**src/rtl/app_mult_pkg.sv**
```systemverilog
// ============================================================================
// app_mult_pkg : shared types and width helpers for the iterative multiplier
// Rev 1.0
// ============================================================================
`default_nettype none

package app_mult_pkg;

    typedef enum logic [0:0] {
        IDLE = 1'b0,
        RUN  = 1'b1
    } state_t;

    function automatic int res_width(input int w1, input int w2);
        return w1 + w2;
    endfunction

    // Counter indexes bits 0..w2-1 of the multiplier; never narrower than 1 bit.
    function automatic int cnt_width(input int w2);
        return (w2 <= 2) ? 1 : $clog2(w2);
    endfunction

endpackage

`default_nettype wire

```
**src/rtl/app_mult_pp_gen.sv**
```systemverilog
// ============================================================================
// app_mult_pp_gen : extended, shifted and low-column-masked partial product
// Rev 1.0
// ============================================================================
`default_nettype none

module app_mult_pp_gen
    import app_mult_pkg::*;
#(
    parameter int WIDTH1 = 8,
    parameter int WIDTH2 = 8,
    parameter int TRUNC  = 0
) (
    input  logic [WIDTH1-1:0]                     i_a,
    input  logic                                  i_signed,
    input  logic [cnt_width(WIDTH2)-1:0]          i_shift,
    output logic [res_width(WIDTH1, WIDTH2)-1:0]  o_pp
);

    localparam int            c_RW   = res_width(WIDTH1, WIDTH2);
    localparam logic [c_RW-1:0] c_MASK = {c_RW{1'b1}} << TRUNC;

    logic [c_RW-1:0] w_ext;

    assign w_ext = {{WIDTH2{i_signed & i_a[WIDTH1-1]}}, i_a};
    assign o_pp  = (w_ext << i_shift) & c_MASK;

endmodule

`default_nettype wire

```
**src/rtl/app_mult_iter.sv**
```systemverilog
// ============================================================================
// app_mult_iter : shift-add multiplier, one partial product per clock,
//                 computes A*B+cin with optional partial-product truncation.
// Rev 1.0
// ============================================================================
`default_nettype none

module app_mult_iter
    import app_mult_pkg::*;
#(
    parameter int WIDTH1 = 8,
    parameter int WIDTH2 = 8,
    parameter int TRUNC  = 0
) (
    input  logic                       sys_clk,
    input  logic                       sys_rst_n,
    input  logic                       en,
    input  logic [WIDTH1-1:0]          A,
    input  logic [WIDTH2-1:0]          B,
    input  logic                       is_signed,
    input  logic                       cin,
    output logic                       busy,
    output logic                       done,
    output logic [WIDTH1+WIDTH2-1:0]   sum
);

    localparam int              c_RW   = res_width(WIDTH1, WIDTH2);
    localparam int              c_CW   = cnt_width(WIDTH2);
    localparam logic [c_CW-1:0] c_LAST = c_CW'(WIDTH2 - 1);

    state_t            r_state;
    state_t            w_state_nxt;
    logic [WIDTH1-1:0] r_a;
    logic [WIDTH2-1:0] r_b;
    logic              r_signed;
    logic [c_RW-1:0]   r_acc;
    logic [c_CW-1:0]   r_cnt;
    logic [c_RW-1:0]   r_sum;
    logic              r_done;

    logic [c_RW-1:0]   w_pp;
    logic [c_RW-1:0]   w_acc_nxt;
    logic              w_last;

    app_mult_pp_gen #(
        .WIDTH1 (WIDTH1),
        .WIDTH2 (WIDTH2),
        .TRUNC  (TRUNC)
    ) u_pp_gen (
        .i_a      (r_a),
        .i_signed (r_signed),
        .i_shift  (r_cnt),
        .o_pp     (w_pp)
    );

    assign w_last = (r_cnt == c_LAST);

    // The MSB of a two's-complement multiplier carries negative weight.
    always_comb begin
        w_acc_nxt = r_acc;
        if (r_b[r_cnt]) begin
            if (w_last && r_signed) w_acc_nxt = r_acc - w_pp;
            else                    w_acc_nxt = r_acc + w_pp;
        end
    end

    always_ff @(posedge sys_clk or negedge sys_rst_n) begin
        if (!sys_rst_n) r_state <= IDLE;
        else            r_state <= w_state_nxt;
    end

    always_comb begin
        w_state_nxt = r_state;
        case (r_state)
            IDLE:    if (en)     w_state_nxt = RUN;
            RUN:     if (w_last) w_state_nxt = IDLE;
            default:             w_state_nxt = IDLE;
        endcase
    end

    always_comb begin
        busy = (r_state == RUN);
        done = r_done;
        sum  = r_sum;
    end

    always_ff @(posedge sys_clk or negedge sys_rst_n) begin
        if (!sys_rst_n) begin
            r_a      <= '0;
            r_b      <= '0;
            r_signed <= 1'b0;
            r_acc    <= '0;
            r_cnt    <= '0;
            r_sum    <= '0;
            r_done   <= 1'b0;
        end else begin
            r_done <= 1'b0;
            case (r_state)
                IDLE: begin
                    if (en) begin
                        r_a      <= A;
                        r_b      <= B;
                        r_signed <= is_signed;
                        r_acc    <= c_RW'(cin);
                        r_cnt    <= '0;
                    end
                end
                RUN: begin
                    r_acc <= w_acc_nxt;
                    r_cnt <= r_cnt + 1'b1;
                    if (w_last) begin
                        r_sum  <= w_acc_nxt;
                        r_done <= 1'b1;
                    end
                end
                default: ;
            endcase
        end
    end

endmodule

`default_nettype wire

```
**config.mk**
```make
export PLATFORM = sky130hd
export DESIGN_NAME = app_mult_iter
export DESIGN_NICKNAME = d
export VERILOG_FILES = /design/src/rtl/app_mult_pkg.sv /design/src/rtl/app_mult_pp_gen.sv /design/src/rtl/app_mult_iter.sv
export SDC_FILE = /design/constraint.sdc
export NUM_CORES = 1
export LEC_CHECK = 0
export CORE_MARGIN = 10
export CORE_UTILIZATION = 38
export DETAILED_ROUTE_END_ITERATION = 10
export DONT_BUFFER_PORTS = 1
export SLEW_MARGIN = 20
export SYNTH_ARGS = -nofsm -noshare
export SYNTH_HDL_FRONTEND = slang
export SYNTH_SLANG_ARGS = --single-unit
```
**constraint.sdc**
```tcl
create_clock -name sys_clk -period 5.1 [get_ports sys_clk]
set_input_delay 0.765 -clock sys_clk [delete_from_list [all_inputs] [get_ports sys_clk]]
set_output_delay 0.765 -clock sys_clk [all_outputs]
set_load 0.01 [all_outputs]
```
==> impl_metrics.toml, run 1 <==
[timing]
period_needed_ps = 4310
min_period_over_period_pct = 84.5
hold_viol_final = 0
hold_ws_ps = 138
rsz0062_at_grt = "false"
setup_tns_ps = 0
tightest_slew_ps = 936
relSlewSlack_pct = 37.3
skew_ps = 6.29
drv_slew = 0
max_freq_ghz = 0.232
setup_viol = 0

[logic_synthesis]
synthDistinctLibCells = 49
yosysWarnings = 0
syn-num-nets = 436
synth.cell_area_sq_um = 3680
ys.flop_type = "dfrtp_1"
syn-instance-count = 396
ys_ff_latch = 54
synth_area_per_cell_sq_um = 9.30
synth_edf_count = 0
async_flop_share_pct = 100
yosysSeqAreaShare_pct = 36.7

[critical_path]
critical_path_arrival_ps = 4510
r2r_slack_ps = 790
rr_worst_depth = 14
critPathMaxFanout = 10
crit_path_top_delay_cell = "mux4_2"
start_kind = "flop"
cp_cell_sequence = "mux4_2 > or2_0 > o41ai_2 > nor2_1 > xor2_1 > ha_1 > or4_1 > o211a_1 > o2111ai_1 > nand3_1 > a21o_1 > a21oi_2 > xor2_1 > mux2_2"
endpoint_kind = "flop"
timing.critical_path.mode_cell = "xor2_1"
cp_slowest_stage_delay_ps = 630
critPathRequiredTime_ps = 5300
worstSetupPathType = "reg2reg"

[final_layout]
drive_above_1_share_pct = 14.0
fill_cells = 932
antenna_cells = 0
syn_to_final_growth_pct = 6.19
final_nets = 426

[cts]
cts_setup_buffers = 0
cts-root-buf = "clkbuf_8"
cts_buffers = 5
clk_pin_slew_ps = 100
clockBufferDepth = 2
htreeDepth = 2
worstSkewPairLatency_ps = 310
ctsHoldBuffers = 0
cts-resized-gates = 0
clock-sinks = 54
cts_tree = "yes"

[placed_design]
gp_congestion = 0.831
dp_hpwl_um = 6140
io_buffer_count = 0

[detailed_routing]
drt-pass1-iter-count = 4
drtIter0Drc = 118
wl_per_cell_um = 15.5
num_vias = 2724
ant_nets = 0
wl_um = 8010
vias_per_cell = 5.28
drc_errors = 0

[die]
die_h_um = 118
dieArea_sq_um = 14000
fp.coreArea_sq_um = 9330
floorplan.initialDensity_pct = 39.5
boundaryPins = 39
rows = 35
die_x_um = 118

[grt]
grt_pass1_wl_um = 13600
antenna_found_initial = 0
grt_pass1_vias = 2706
overflow = 0
grt_max_degree = 55
track_usage_pct = 11.3

[run]
maxCapViolations = 0

[hold_path]
hp-class = "in2async"

[run_status]
status = "completed"
## flip-flops by register name, indices dropped and copies added (netlist names)
| signal | flops |
|---|---|
| r_a | 8 |
| r_cnt | 3 |
| r_b | 8 |
| busy | 1 |
| sum | 16 |
| r_acc | 16 |
| done | 1 |
| r_signed | 1 |
## synth_stat cells (all sizes together) (3+ instances only)
cell,instances,share of area [%]
buf,5,0.75
ha,18,6.1
nand3b,3,0.61
clkbuf,17,1.7
nand3,4,0.54
and3,3,0.51
nor3,7,0.95
a211oi,4,0.82
nand2,51,5.2
mux2i,10,2.7
mux2,27,8.3
o21ai,40,5.4
o21a,7,1.4
xnor2,13,3.1
nor2,24,2.4
xor2,12,2.9
mux4,6,3.7
inv,12,1.2
a21o,5,1.0
dfrtp,54,37
a21oi,23,3.2
nor2b,3,0.51
a22o,4,0.95
a31oi,4,0.68
nand2b,17,2.9
## layout make-up
type	count	area, sq um	area share [%]
Multi-Input combinational cell	308	2210	56.5
Sequential cell	54	1350	34.6
Tap cell	129	161	4.13
Clock buffer	7	96.3	2.46
Inverter	12	45.0	1.15
Timing Repair Buffer	5	37.5	0.960
Clock inverter	1	8.76	0.224
## stage by stage
stage               worst slack (ps)  utilization, %  instances  instance area [sq um]
global route                     453            41.9        516                   3910
global placement                 907            40.7        508                   3790
CTS                              794            41.8        516                   3900
detailed placement               807            40.7        508                   3790
finish                           791            41.9        516                   3910
floorplan                       1200               -        396                   3680
## cell families (layout without fill, tap and decap cells)
logic type | count (synthesis) | after routing | synth area share [%]
AOI/OAI and AO/OA | 100 | 100 | 16.9
xor gates and xnor gates | 25 | 25 | 5.95
adders and majority gates | 19 | 19 | 6.66
buffers and inverters | 34 | 25 | 3.70
DFF | 54 | 54 | 36.7
muxes | 43 | 43 | 14.6
and+or+nand+nor | 121 | 121 | 15.5
## cells in the final DEF, fill, tap and decap left out, types with 2 or more instances in the layout
cell      Yosys  final
o31a_1        2      2
o21ai_0      30     30
mux2_2       27     27
a22o_1        4      4
mux2i_1      10      9
inv_1        12     12
nor2b_1       3      2
xor2_1       12     12
nand3_1       4      4
buf_4         0      5
clkbuf_8      0      7
o21a_1        7      7
a21oi_1      22     22
o21ai_1      10     10
nor2_1       24     24
and3_1        3      3
mux4_2        6      6
xnor2_1      13     13
ha_1         18     18
and2_1        2      2
nand2_1      51     51
a21o_1        5      5
nor3_1        7      7
a31oi_1       4      4
dfrtp_1      54     54
nand3b_1      3      3
nand2b_1     17     17
o31ai_1       2      2
a211oi_1      4      4
## worst paths after layout
path	endpoint	startpoint
setup / recovery	sum[15]	r_cnt[0]
hold reg to reg	r_b[5]	r_b[5]
min in group sys_clk	r_b[5]	r_b[5]
hold / removal	sum[2]	sys_rst_n
max in group asynchronous	r_a[7]	sys_rst_n
setup reg to reg	sum[15]	r_cnt[0]
## worst max-delay path: cells and delay by family (launching register included)
kind	cells	cell delay [ps]
multiplexers	2	900
adder cells (fa/ha/maj)	1	230
AND/OR/NAND/NOR	4	1010
AO/OA/AOI/OAI	5	1220
flip-flops	1	600
XOR/XNOR	2	240
## per-layer routing
layer  vias to the layer above  track usage, %  part of all wire (%)
met5                         -               0                     0
met4                         0            2.82                   1.1
met3                         7            3.90                   6.5
met2                        50            17.5                    44
met1                      1293            14.8                    48
li1                       1374               -                     -
Power of run 1 is left out: the tool's default activity adds up to more than one toggle a clock period on the data nets, which glitch-free logic cannot reach.
==> run 2: changes to the inputs <==
==> constraint.sdc (replaced) <==
create_clock -name sys_clk -period 3.85 [get_ports sys_clk]
set_input_delay 0.5775 -clock sys_clk [delete_from_list [all_inputs] [get_ports sys_clk]]
set_output_delay 0.5775 -clock sys_clk [all_outputs]
set_load 0.01 [all_outputs]
==> impl_metrics.toml, run 2 (same netlist as run 1, synthesis figures left out) <==
[grt]
grt_pass1_wl_um = 14000
track_usage_pct = 11.6
overflow = 0
grt_max_degree = 55
grt_pass1_vias = 2863
antenna_found_initial = 0

[critical_path]
critical_path_arrival_ps = 4020
reg2reg_from = "r_cnt[0]"
cp_slowest_stage_delay_ps = 520
critPathRequiredTime_ps = 4050
cp_cell_sequence = "buf_4 > or3b_2 > nand2b_4 > ha_1 > o21ai_2 > nand2_1 > xnor2_1 > ha_2 > or4_4 > o211a_4 > o2111ai_4 > nand3_2 > a21o_1 > a21oi_2 > xor2_2 > mux2_4"
worstSetupPathType = "reg2reg"
reg2reg_to = "sum[15]"
rr_worst_depth = 16
start_kind = "flop"
r2r_slack_ps = 30
endpoint_kind = "flop"
critPathMaxFanout = 4
crit_path_end = "sum[15]"
crit_path_top_delay_cell = "or4_4"
crit_start = "r_cnt[0]"

[cts]
clockBufferDepth = 2
clk_pin_slew_ps = 100
cts-root-buf = "clkbuf_8"
worstSkewPairLatency_ps = 300
cts_tree = "yes"
clock-sinks = 54
cts_buffers = 5
htreeDepth = 2

[die]
die_h_um = 118
fp.coreArea_sq_um = 9330
die_x_um = 118
floorplan.initialDensity_pct = 39.5
dieArea_sq_um = 14000
rows = 35
boundaryPins = 39

[detailed_routing]
drc_errors = 0
num_vias = 2880
wl_um = 8470
ant_nets = 0
vias_per_cell = 5.23
drt-pass1-iter-count = 4
drtIter0Drc = 109
wl_per_cell_um = 15.4

[timing]
skew_ps = 7.70
hold_viol_final = 0
hold_ws_ps = 121
setup_viol = 0
relSlewSlack_pct = 39.9
period_needed_ps = 3820
setup_tns_ps = 0
max_freq_ghz = 0.262
min_period_over_period_pct = 99.2
rsz0062_at_grt = "true"
drv_slew = 0
tightest_slew_ps = 897

[final_layout]
fill_cells = 894
syn_to_final_growth_pct = 16.7
antenna_cells = 0
final_cell_mix = "53 x dfrtp_1, 51 x nand2_1, 39 x buf_4"
final_common_cell = "dfrtp_1"
final_nets = 461
layout.cells.non_filler = 551
utilization_pct = 46.0
drive_above_1_share_pct = 25.6

[placed_design]
io_buffer_count = 0
gp_congestion = 0.927
dp_hpwl_um = 6250
placed_cells = 530

[run]
maxCapViolations = 0

[run_status]
status = "completed"

[hold_path]
hp-class = "in2async"
## run 2: cell count changes in the layout (fill, tap and decap cells not counted), moves of 2 or more
cell / before / now
a21oi_1: 22 / 20
a21oi_2: 1 / 3
buf_4: 5 / 39
clkbuf_1: 0 / 2
clkbuf_8: 7 / 5
ha_1: 18 / 14
ha_2: 0 / 4
nand2b_1: 17 / 14
nand2b_4: 0 / 3
o21ai_0: 30 / 25
o21ai_1: 10 / 12
o21ai_2: 0 / 3
## run 2: stage by stage
step           instance area, sq um  setup slack, ps
2_1_floorplan                  3690             20.5
5_1_grt                        4300             -166
4_1_cts                        4190            -12.0
3_3_place_gp                   3970             39.2
6_report                       4300             31.3
3_5_place_dp                   3970            -69.3
## run 2: worst min-delay path by stage
stage / startpoint / cells after the start / to
after floorplan: sys_rst_n / 0 / busy
after global placement: sys_rst_n / 0 / sum[1]
after detailed placement: sys_rst_n / 0 / sum[0]
after CTS: sys_rst_n / 1 / sum[1]
after global routing: sys_rst_n / 1 / sum[1]
final: sys_rst_n / 1 / sum[1]
## run 2: what timing repair did
action,CTS,global route
pin swaps,15,26
hold buffers,1,0
endpoints found under the setup margin,2,12
resized for setup,9,18
hold endpoints to repair,54,0
buffers inserted,9,3
## run 2: final cells by class
class | count | area (sq um) | area share, %
inverter | 12 | 45.0 | 1.05
sequential | 54 | 1350 | 31.5
clock buffer | 7 | 76.3 | 1.78
tap | 129 | 161 | 3.76
timing repair buffer | 40 | 320 | 7.46
multi-input combinational | 308 | 2310 | 53.8
clock inverter | 1 | 30.0 | 0.699
## run 2: layer usage
layer  vias up  global-route usage, %  part of all wire (%)
met5         -                      0                     0
met4         0                   2.14                  0.83
met3         8                   4.05                   6.5
met2        53                   18.5                    46
met1      1378                   15.0                    47
li1       1441                      -                     -
## run 2: critical path: cells and delay by family (launching register included)
kind            cells  cell delay [ps]
mux                 1              260
buf+inv             1              140
simple gates        5             1350
fa+ha+maj           2              380
flops               1              450
compound gates      5              890
xor+xnor            2              230
Power of run 2 is left out for the same reason.
==> run 3: changes to the inputs <==
--- a/config.mk
+++ b/config.mk
@@ -9,6 +9,7 @@
 export CORE_UTILIZATION = 38
 export DETAILED_ROUTE_END_ITERATION = 10
 export DONT_BUFFER_PORTS = 1
+export RECOVER_POWER = 50
 export SLEW_MARGIN = 20
 export SYNTH_ARGS = -nofsm -noshare
 export SYNTH_HDL_FRONTEND = slang
==> impl_metrics.toml, run 3 (same netlist as run 1, synthesis figures left out) <==
[run_status]
status = "complete, but fails checks"
violations = "max-capacitance violations, max-slew violations"

[timing]
tightest_slew_ps = 2900
hold_ws_ps = 351
skew_ps = 7.70
rsz0062_at_grt = "true"
max_freq_ghz = 0.262
hold_viol_final = 0
fin_ws_ps = 31.3
setup_viol = 0
drv_slew = 55
relSlewSlack_pct = -93.4
min_period_over_period_pct = 99.2
period_needed_ps = 3820

[critical_path]
crit_buf_inv = 1
critPathMaxFanout = 4
cpLargestDelayFamily = "simple AND/OR/NAND/NOR gates"
critPathRequiredTime_ps = 4050
critical_path_arrival_ps = 4020
cp_slowest_stage_delay_ps = 520
endpoint_kind = "flop"
cp_cell_sequence = "buf_4 > or3b_2 > nand2b_4 > ha_1 > o21ai_2 > nand2_1 > xnor2_1 > ha_2 > or4_4 > o211a_4 > o2111ai_4 > nand3_2 > a21o_1 > a21oi_2 > xor2_2 > mux2_4"
worstSetupPathType = "reg2reg"
start_kind = "flop"
crit_path_top_delay_cell = "or4_4"

[grt]
overflow = 0
antenna_found_initial = 0
grt_pass1_wl_um = 14000
grt_pass1_vias = 2863
track_usage_pct = 11.6
grt_max_degree = 55

[die]
floorplan.initialDensity_pct = 39.5
die_h_um = 118
die_x_um = 118
rows = 35
boundaryPins = 39
dieArea_sq_um = 14000
fp.coreArea_sq_um = 9330

[detailed_routing]
ant_nets = 0
wl_um = 8470
wl_per_cell_um = 15.4
vias_per_cell = 5.23
drc_errors = 0
drtIter0Drc = 115
drt-pass1-iter-count = 4
num_vias = 2881

[final_layout]
final_cell_mix = "53 x dfrtp_1, 51 x nand2_1, 39 x buf_4"
utilization_pct = 45.8
final_nets = 461
drive_above_1_share_pct = 25.4
antenna_cells = 0
syn_to_final_growth_pct = 16.0
final_common_cell = "dfrtp_1"

[cts]
cts_tree = "yes"
cts-root-buf = "clkbuf_8"
cts_buffers = 5
worstSkewPairLatency_ps = 300
clk_pin_slew_ps = 100
htreeDepth = 2
clockBufferDepth = 2
clock-sinks = 54

[run]
maxCapViolations = 1

[placed_design]
dp_hpwl_um = 6250
io_buffer_count = 0
dp_slack_ps = -69.3
gp_congestion = 0.927

[hold_path]
hp-class = "in2reg"
run 3: final timing paths:
| check | from | end | slack, ps | depth (start not counted) |
|---|---|---|---|---|
| max in group asynchronous | sys_rst_n | r_cnt[0] | 800 | 1 |
| max reg2reg | r_cnt[0] | sum[15] | 30 | 16 |
| max | r_cnt[0] | sum[15] | 30 | 16 |
| min in group asynchronous | sys_rst_n | sum[0] | 1210 | 1 |
| min reg2reg | r_b[4] | r_b[4] | 520 | 1 |
| min | en | r_cnt[2] | 350 | 1 |
run 3: cell type report:
class,count,area [sq um]
clock buffers,7,76.3
clock inverters,1,30.0
fillers,898,5060
inverters,12,45.0
multi-input cells,308,2310
flip-flops and latches,54,1350
well taps,129,161
repair buffers,40,297
run 3: stage by stage:
step                      area [sq um]  cells  setup TNS [ps]
final                             4270    551               0
after global routing              4270    551           -1150
after CTS                         4190    548           -12.0
after detailed placement          3970    530           -69.3
after global placement            3970    530               0
after floorplan                   3690    396               0
run 3: routing by layer:
| layer | track usage [%] | up-vias | wire length, um |
|---|---|---|---|
| met5 | 0 | - | 0 |
| met4 | 2.14 | 0 | 70 |
| met3 | 4.05 | 8 | 554 |
| met2 | 18.5 | 53 | 3870 |
| met1 | 15.0 | 1379 | 3980 |
| li1 | - | 1441 | - |
run 3: timing repair:
item | 4_1_cts | 5_1_grt
endpoints found under the hold margin | 54 | 0
setup buffers | 9 | 3
pin swaps | 15 | 26
hold buffers | 1 | 0
gates cloned | 0 | 0
resized for setup | 9 | 18
setup endpoints to repair | 2 | 12
Power of run 3 is left out for the same reason.
